--- src/rtl/demux_scan_ctrl.sv ---
// Clocked scan engine for the 1:16 demux stage: steps s through a captured
// channel range, holding each channel DWELL cycles with din held constant.
module demux_scan_ctrl #(
  parameter int SEL_W = 4,
  parameter int DWELL = 10
) (
  input  logic             clk,
  input  logic             rst,
  input  logic             start,
  input  logic             abort,
  input  logic             bit_in,
  input  logic [SEL_W-1:0] first_ch,
  input  logic [SEL_W-1:0] last_ch,
  output logic             din,
  output logic [SEL_W-1:0] s,
  output logic             ch_valid,
  output logic             busy,
  output logic             done
);

  localparam int CNT_W = $clog2(DWELL + 1);
  localparam logic [CNT_W-1:0] CNT_LAST = CNT_W'(DWELL - 1);

  typedef enum logic [1:0] {IDLE, DRIVE, DONE} state_t;

  state_t           state_q, state_d;
  logic [CNT_W-1:0] cnt_q, cnt_d;
  logic [SEL_W-1:0] last_q, last_d;
  logic             bit_q, bit_d;
  logic [SEL_W-1:0] s_d;
  logic             din_d, chv_d, busy_d, done_d;

  // Every output is a flop; next values are computed here per transition.
  always_comb begin
    state_d = state_q;
    cnt_d   = cnt_q;
    last_d  = last_q;
    bit_d   = bit_q;
    s_d     = '0;
    din_d   = 1'b0;
    chv_d   = 1'b0;
    busy_d  = 1'b0;
    done_d  = 1'b0;
    case (state_q)
      IDLE: begin
        cnt_d = '0;
        if (start && !abort) begin
          state_d = DRIVE;
          bit_d   = bit_in;
          last_d  = last_ch;
          s_d     = first_ch;
          din_d   = bit_in;
          chv_d   = 1'b1;
          busy_d  = 1'b1;
        end
      end
      DRIVE: begin
        if (abort) begin
          state_d = IDLE;
          cnt_d   = '0;
        end else if (cnt_q == CNT_LAST) begin
          cnt_d = '0;
          if (s == last_q) begin
            state_d = DONE;
            done_d  = 1'b1;
            busy_d  = 1'b1;
          end else begin
            // Wraps modulo 2**SEL_W; din stays put across the channel change.
            s_d    = s + SEL_W'(1);
            din_d  = bit_q;
            chv_d  = 1'b1;
            busy_d = 1'b1;
          end
        end else begin
          cnt_d  = cnt_q + CNT_W'(1);
          s_d    = s;
          din_d  = bit_q;
          chv_d  = 1'b1;
          busy_d = 1'b1;
        end
      end
      DONE: begin
        state_d = IDLE;
      end
      default: begin
        state_d = IDLE;
        cnt_d   = '0;
      end
    endcase
  end

  always_ff @(posedge clk) begin
    if (rst) begin
      state_q  <= IDLE;
      cnt_q    <= '0;
      last_q   <= '0;
      bit_q    <= 1'b0;
      s        <= '0;
      din      <= 1'b0;
      ch_valid <= 1'b0;
      busy     <= 1'b0;
      done     <= 1'b0;
    end else begin
      state_q  <= state_d;
      cnt_q    <= cnt_d;
      last_q   <= last_d;
      bit_q    <= bit_d;
      s        <= s_d;
      din      <= din_d;
      ch_valid <= chv_d;
      busy     <= busy_d;
      done     <= done_d;
    end
  end

endmodule

--- config.mk ---
export PLATFORM = sky130hd
export DESIGN_NAME = demux_scan_ctrl
export DESIGN_NICKNAME = d
export VERILOG_FILES = /design/src/rtl/demux_scan_ctrl.sv
export SDC_FILE = /design/constraint.sdc
export NUM_CORES = 1
export LEC_CHECK = 0
export CAP_MARGIN = 30
export CORE_MARGIN = 2
export CORE_UTILIZATION = 47
export DETAILED_ROUTE_END_ITERATION = 16
export PLACE_DENSITY = 0.76
export SYNTH_ARGS = -nofsm -noshare
export SYNTH_HDL_FRONTEND = slang
export SYNTH_SLANG_ARGS = --single-unit
--- constraint.sdc ---
create_clock -name clk -period 1.9 [get_ports clk]
set_input_delay 0.19 -clock clk [delete_from_list [all_inputs] [get_ports clk]]
set_output_delay 0.19 -clock clk [all_outputs]
set_load 0.005 [all_outputs]
==> results.json, run 1 <==
{
  "die_h_um": 47.3,
  "syn_avg_cell_area_um2": 9.26,
  "gp_congestion": 0.768,
  "ys.flop_type": "dfxtp_1",
  "dpl.hpwl_mm": 1.43,
  "p_leak_nw": 0.394,
  "grt-ovfl-total": 0,
  "clk_pin_slew_ns": 0.12,
  "rows": 15,
  "vias": 782,
  "fin_nets": 136,
  "yosys_register_bits": 19,
  "powerDensity_mw_per_mm2": 640,
  "p_sw_share_pct": 25.3,
  "post-cts-setup-buffer-count": 0,
  "setup_viol": 0,
  "dieArea_mm2": 0.00223,
  "crit_type": "flop to flop",
  "grt_pass1_wl_mm": 3.00,
  "cts_resized": 0,
  "hold_viol_final": 0,
  "seq_power_share_pct": 57.3,
  "grt_pass1_vias": 701,
  "drive_gt1_share_pct": 12.6,
  "fin_crit_ns": 1.54,
  "finalPower_uw": 735,
  "clk_latency_ns": 0.30,
  "synth-edff-count": 0,
  "syn-cell-area_um2": 880,
  "cts_htree_levels": 1,
  "cp-start-kind": "flop",
  "endpoint_kind": "flop",
  "slew_headroom_pct": 66.1,
  "async_reset_ff_share_pct": 0,
  "fmax_mhz": 647,
  "cts.sinks": 19,
  "initial_core_util_pct": 50.4,
  "power.switching_uw": 186,
  "drtAntennaViolNets": 0,
  "dieWidth_um": 47.3,
  "crit_arrival_ns": 1.77,
  "clkPwrFrac_pct": 28.4,
  "irDropWorstVdd_mv": 0.375,
  "finalSetupTns_ns": 0,
  "drv_cap": 0,
  "outcome": "finished clean",
  "crit_required_ns": 2.13,
  "p_comb_share_pct": 14.4,
  "path_max_fanout": 8,
  "synth.net_count": 111,
  "drt_wl_total_mm": 1.92,
  "cts_root_buf": "clkbuf_4",
  "cts_tree": "built",
  "io_buffers": 20,
  "dr.pass1.iters": 5,
  "clockBufferDepth": 2,
  "antenna_found_initial": 0,
  "syn2layout_area_growth_pct": 30.6,
  "hold_class": "input pin to flop",
  "n_antenna_cell": 0,
  "routedWlPerCell_um": 13.3,
  "syn_inst": 95,
  "ys_types": 31,
  "p_int_uw": 549,
  "seq_area_frac_synth_pct": 43.2,
  "slew_viol_final": 0,
  "yosys_warnings": 0,
  "track_usage_pct": 19.3,
  "numCtsBuffers": 3,
  "fin_hold_ws_ns": 0.432,
  "period_share_pct": 81.3,
  "num_io_pins": 21,
  "min_path_cells": 3,
  "drc": 0,
  "worst_clock_skew_ns": 0.00839,
  "coreArea_mm2": 0.00175,
  "rsz0062_at_grt": "no",
  "first_iter_violations": 22,
  "reg2reg_depth": 6,
  "cts_hold_buf": 0,
  "grt_max_degree": 15,
  "worst_slew_pin_slew_ns": 0.507,
  "via_per_inst": 5.43
}
## flip-flops by register name, summed over array words and instances (netlist names)
signal    cells
done          1
busy          1
cnt_q         4
din           1
bit_q         1
state_q       2
ch_valid      1
last_q        4
s             4
## through the flow
stage	util, %	instance area (µm²)	setup slack (ns)	instances
after floorplan	-	880	0.570	95
after global placement	64.2	1120	0.187	140
after detailed placement	64.2	1120	0.129	140
after CTS	65.8	1150	0.343	144
after global routing	65.8	1150	0.201	144
final	65.8	1150	0.356	144
## cells in the mapped netlist (2+ instances only)
library cell | instances | area (µm²)
nand3_1 | 4 | 20.0
nor4_1 | 2 | 12.5
dfxtp_1 | 19 | 380
nand2_1 | 12 | 45.0
a31oi_1 | 3 | 18.8
xnor2_1 | 4 | 35.0
nor2b_1 | 2 | 12.5
ha_1 | 3 | 37.5
inv_1 | 2 | 7.51
clkbuf_1 | 2 | 7.51
nand3b_1 | 4 | 30.0
a21oi_1 | 11 | 55.1
nand4_1 | 2 | 12.5
nor2_1 | 4 | 15.0
a22oi_1 | 5 | 37.5
## worst max-delay path: stages (launching register included)
cell      delay [ns]
dfxtp_1         0.38
inv_1           0.06
ha_1            0.17
nand3b_1        0.20
and2_1          0.37
a22oi_1         0.11
a31oi_1         0.19
## layout make-up
| class | instances | area, µm² |
|---|---|---|
| fill | 151 | 597 |
| multi-input combinational | 70 | 472 |
| sequential | 19 | 380 |
| timing repair buffer | 24 | 230 |
| tap | 25 | 31.3 |
| clock buffer | 3 | 22.5 |
| inverter | 2 | 7.51 |
| clock inverter | 1 | 5.00 |
## worst paths after layout
kind / from / endpoint / slack (ns)
max reg2reg: cnt_q[1] / s[3] / 0.36
min: last_ch[1] / last_q[1] / 0.43
min reg2reg: bit_q / bit_q / 0.48
max: cnt_q[1] / s[3] / 0.36
## metal layers
metal	routed length (µm)	vias to the layer above	track usage [%]	part of all wire, %
met4	29	0	8.33	1.5
met2	891	25	31.4	46
li1	-	391	-	-
met5	0	-	0	0
met1	893	362	24.8	47
met3	104	4	3.46	5.4
## kinds of logic after synthesis
logic type	synth area share, %
simple gates	28.2
compound gates	16.1
flops	43.2
buf+inv	3.13
xor+xnor	3.98
fa+ha+maj	4.27
mux	1.14
## power groups by stage
stage / clock (mW) / combinational, mW / sequential [mW]
after floorplan: 0 / 0.0492 / 0.428
after global placement: 0 / 0.103 / 0.429
after detailed placement: 0 / 0.106 / 0.430
after CTS: 0.211 / 0.106 / 0.421
after global routing: 0.226 / 0.115 / 0.423
final: 0.208 / 0.106 / 0.421
## layout by cell type, fill, tap and decap left out, types with 2 or more instances in the layout
master           instances
a21oi_1                 11
a22oi_1                  5
a31oi_1                  3
buf_4                    4
clkbuf_4                 3
clkdlybuf4s50_1         20
dfxtp_1                 19
ha_1                     3
inv_1                    2
nand2_1                 12
nand3_1                  4
nand3b_1                 4
nand4_1                  2
nor2_1                   4
nor2b_1                  2
nor4_1                   2
xnor2_1                  4
Note: power is estimated with default switching activity, not from simulation.
==> run 2, diff against run 1 <==
CORE_UTILIZATION = 43   (was 47)
PLACE_DENSITY = 0.73   (was 0.76)
clock period = 1.3 ns   (was 1.9 ns; I/O delays follow)
==> results.json, run 2 (synthesized netlist as in run 1, its figures left out) <==
{
  "finalInstanceArea_mm2": 0.00137,
  "slew_headroom_pct": 78.2,
  "grt-ovfl-total": 0,
  "layout_commonest_cell": "buf_4",
  "numCtsBuffers": 3,
  "crit_type": "flop to flop",
  "gp_congestion": 0.780,
  "initial_core_util_pct": 45.3,
  "post_dp_cell_area_mm2": 0.00121,
  "dieArea_mm2": 0.00242,
  "cts.sinks": 19,
  "r2r-start": "s[3]",
  "reg_top3": "cnt_q x4, last_q x4, s x4",
  "reg2reg_depth": 6,
  "grt_max_degree": 12,
  "io_buffers": 20,
  "min_to": "last_q[3]",
  "fin_hold_ws_ns": 0.365,
  "clk_latency_ns": 0.30,
  "violations": "negative setup slack",
  "dieWidth_um": 49.2,
  "fmax_mhz": 754,
  "worst_clock_skew_ns": 0.00600,
  "finalSetupTns_ns": -0.0405,
  "hold_viol_final": 0,
  "coreArea_mm2": 0.00194,
  "ff2ff_setup_slack_ns": -0.03,
  "use_met1_pct": 21.6,
  "outcome": "finished with violations",
  "fin_crit_ns": 1.33,
  "finalPower_mw": 1.11,
  "cts_hold_buf": 0,
  "reg2reg_to": "s[2]",
  "antenna_found_initial": 0,
  "track_usage_pct": 20.1,
  "drv_cap": 0,
  "dr.pass1.iters": 4,
  "grt.busiest_layer": "met2",
  "worstPathCellList": "buf_4 > xnor2_2 > nand4_1 > buf_4 > o211ai_1 > a21oi_1",
  "fillers": 153,
  "clk_pin_slew_ns": 0.11,
  "powerDensity_mw_per_mm2": 810,
  "rows": 16,
  "layout_common_cells": "buf_4 (17), clkdlybuf4s50_1 (15), dfxtp_1 (11), a21oi_1 (10), nand2_1 (10)",
  "crit_required_ns": 1.49,
  "first_iter_violations": 38,
  "cts_tree": "built",
  "drtAntennaViolNets": 0,
  "drc": 0,
  "critPathTopFamily": "buffers and inverters",
  "crit_path_max_incr_delay_ns": 0.34,
  "vias": 874,
  "drive_gt1_share_pct": 38.2,
  "crit_slowest_cell": "dfxtp_2",
  "period_share_pct": 102,
  "fin_nets": 153,
  "rsz0062_at_grt": "yes",
  "hp-start": "last_ch[3]",
  "num_io_pins": 21,
  "slew_viol_final": 0,
  "n_antenna_cell": 0,
  "setup_viol": 3,
  "via_per_inst": 5.36,
  "grt_pass1_vias": 825,
  "grt_util_met2_pct": 36.9,
  "worst_slew_pin_slew_ns": 0.326,
  "crit_path_frequent_cell": "buf_4",
  "cp-start-kind": "flop",
  "dpl.hpwl_mm": 1.57,
  "die_h_um": 49.2,
  "min_path_cells": 3,
  "endpoint_kind": "flop",
  "path_max_fanout": 5,
  "drt_wl_total_mm": 2.33,
  "setup_slack_ns": -0.0261,
  "syn2layout_area_growth_pct": 56.0,
  "routedWlPerCell_um": 14.3,
  "hold_class": "input pin to flop",
  "irDropWorstVdd_mv": 0.638,
  "gr-usage-met3_pct": 7.06,
  "clockBufferDepth": 2,
  "grt_pass1_wl_mm": 3.73,
  "p_leak_nw": 0.534,
  "crit_arrival_ns": 1.52,
  "cts_htree_levels": 1,
  "worst-path-buf-inv": 2,
  "cts_root_buf": "clkbuf_4"
}
[run 2: changes by cell type in the layout (fill, tap and decap cells not counted), moves of 3 or more]
cell             change
dlygate4sd2_1        +3
xnor2_2              +4
dfxtp_1              -8
buf_4               +13
buf_6                +3
clkdlybuf4s50_1      -5
xnor2_1              -4
dfxtp_2              +7
[run 2: metrics by stage]
| step | util, % | worst slack [ns] | cells |
|---|---|---|---|
| finish | 70.7 | -0.0261 | 163 |
| global route | 70.7 | -0.105 | 163 |
| CTS | 68.2 | -0.0422 | 164 |
| detailed placement | 62.6 | -0.276 | 154 |
| global placement | 62.6 | -0.229 | 154 |
| floorplan | - | -0.00661 | 95 |
[run 2: power by group]
part / switching, mW / leakage (nW) / internal, mW
registers: 0.0138 / 0.158 / 0.600
logic: 0.0850 / 0.358 / 0.115
clock network: 0.183 / 0.0177 / 0.115
[run 2: worst register-to-register path: stages (launching register included)]
cell and delay, ns:
dfxtp_2 0.34, buf_4 0.13, xnor2_2 0.13, nand4_1 0.20, buf_4 0.22, o211ai_1 0.10, a21oi_1 0.09
[run 2: repair_timing]
item,CTS,global route
gates resized for setup,17,16
setup endpoints to repair,12,18
pin swaps,6,12
setup buffers,6,1
[run 2: area by class of cell]
cell class                      instances  area (µm²)  share of cell area (%)
Clock buffer                            3        22.5                    1.64
Clock inverter                          1        5.00                   0.365
Inverter                                2        7.51                   0.547
Multi-Input combinational cell         70         536                    39.0
Sequential cell                        19         393                    28.6
Tap cell                               27        33.8                    2.46
Timing Repair Buffer                   41         375                    27.3
[run 2: worst max-delay path by stage]
| stage | start | end | cells past startpoint |
|---|---|---|---|
| 4_1_cts | state_q[1] | s[3] | 5 |
| 5_1_grt | s[3] | s[2] | 6 |
| 3_5_place_dp | abort | cnt_q[3] | 6 |
| 6_report | s[3] | s[2] | 6 |
| 2_1_floorplan | cnt_q[1] | cnt_q[3] | 7 |
| 3_3_place_gp | abort | s[1] | 6 |
[run 2: metal layers]
| layer | routed length [µm] | vias to the layer above | part of all wire, % |
|---|---|---|---|
| met2 | 1230 | 26 | 53 |
| met1 | 973 | 418 | 42 |
| li1 | - | 426 | - |
| met4 | 18 | 0 | 0.77 |
| met3 | 110 | 4 | 4.7 |
| met5 | 0 | - | 0 |
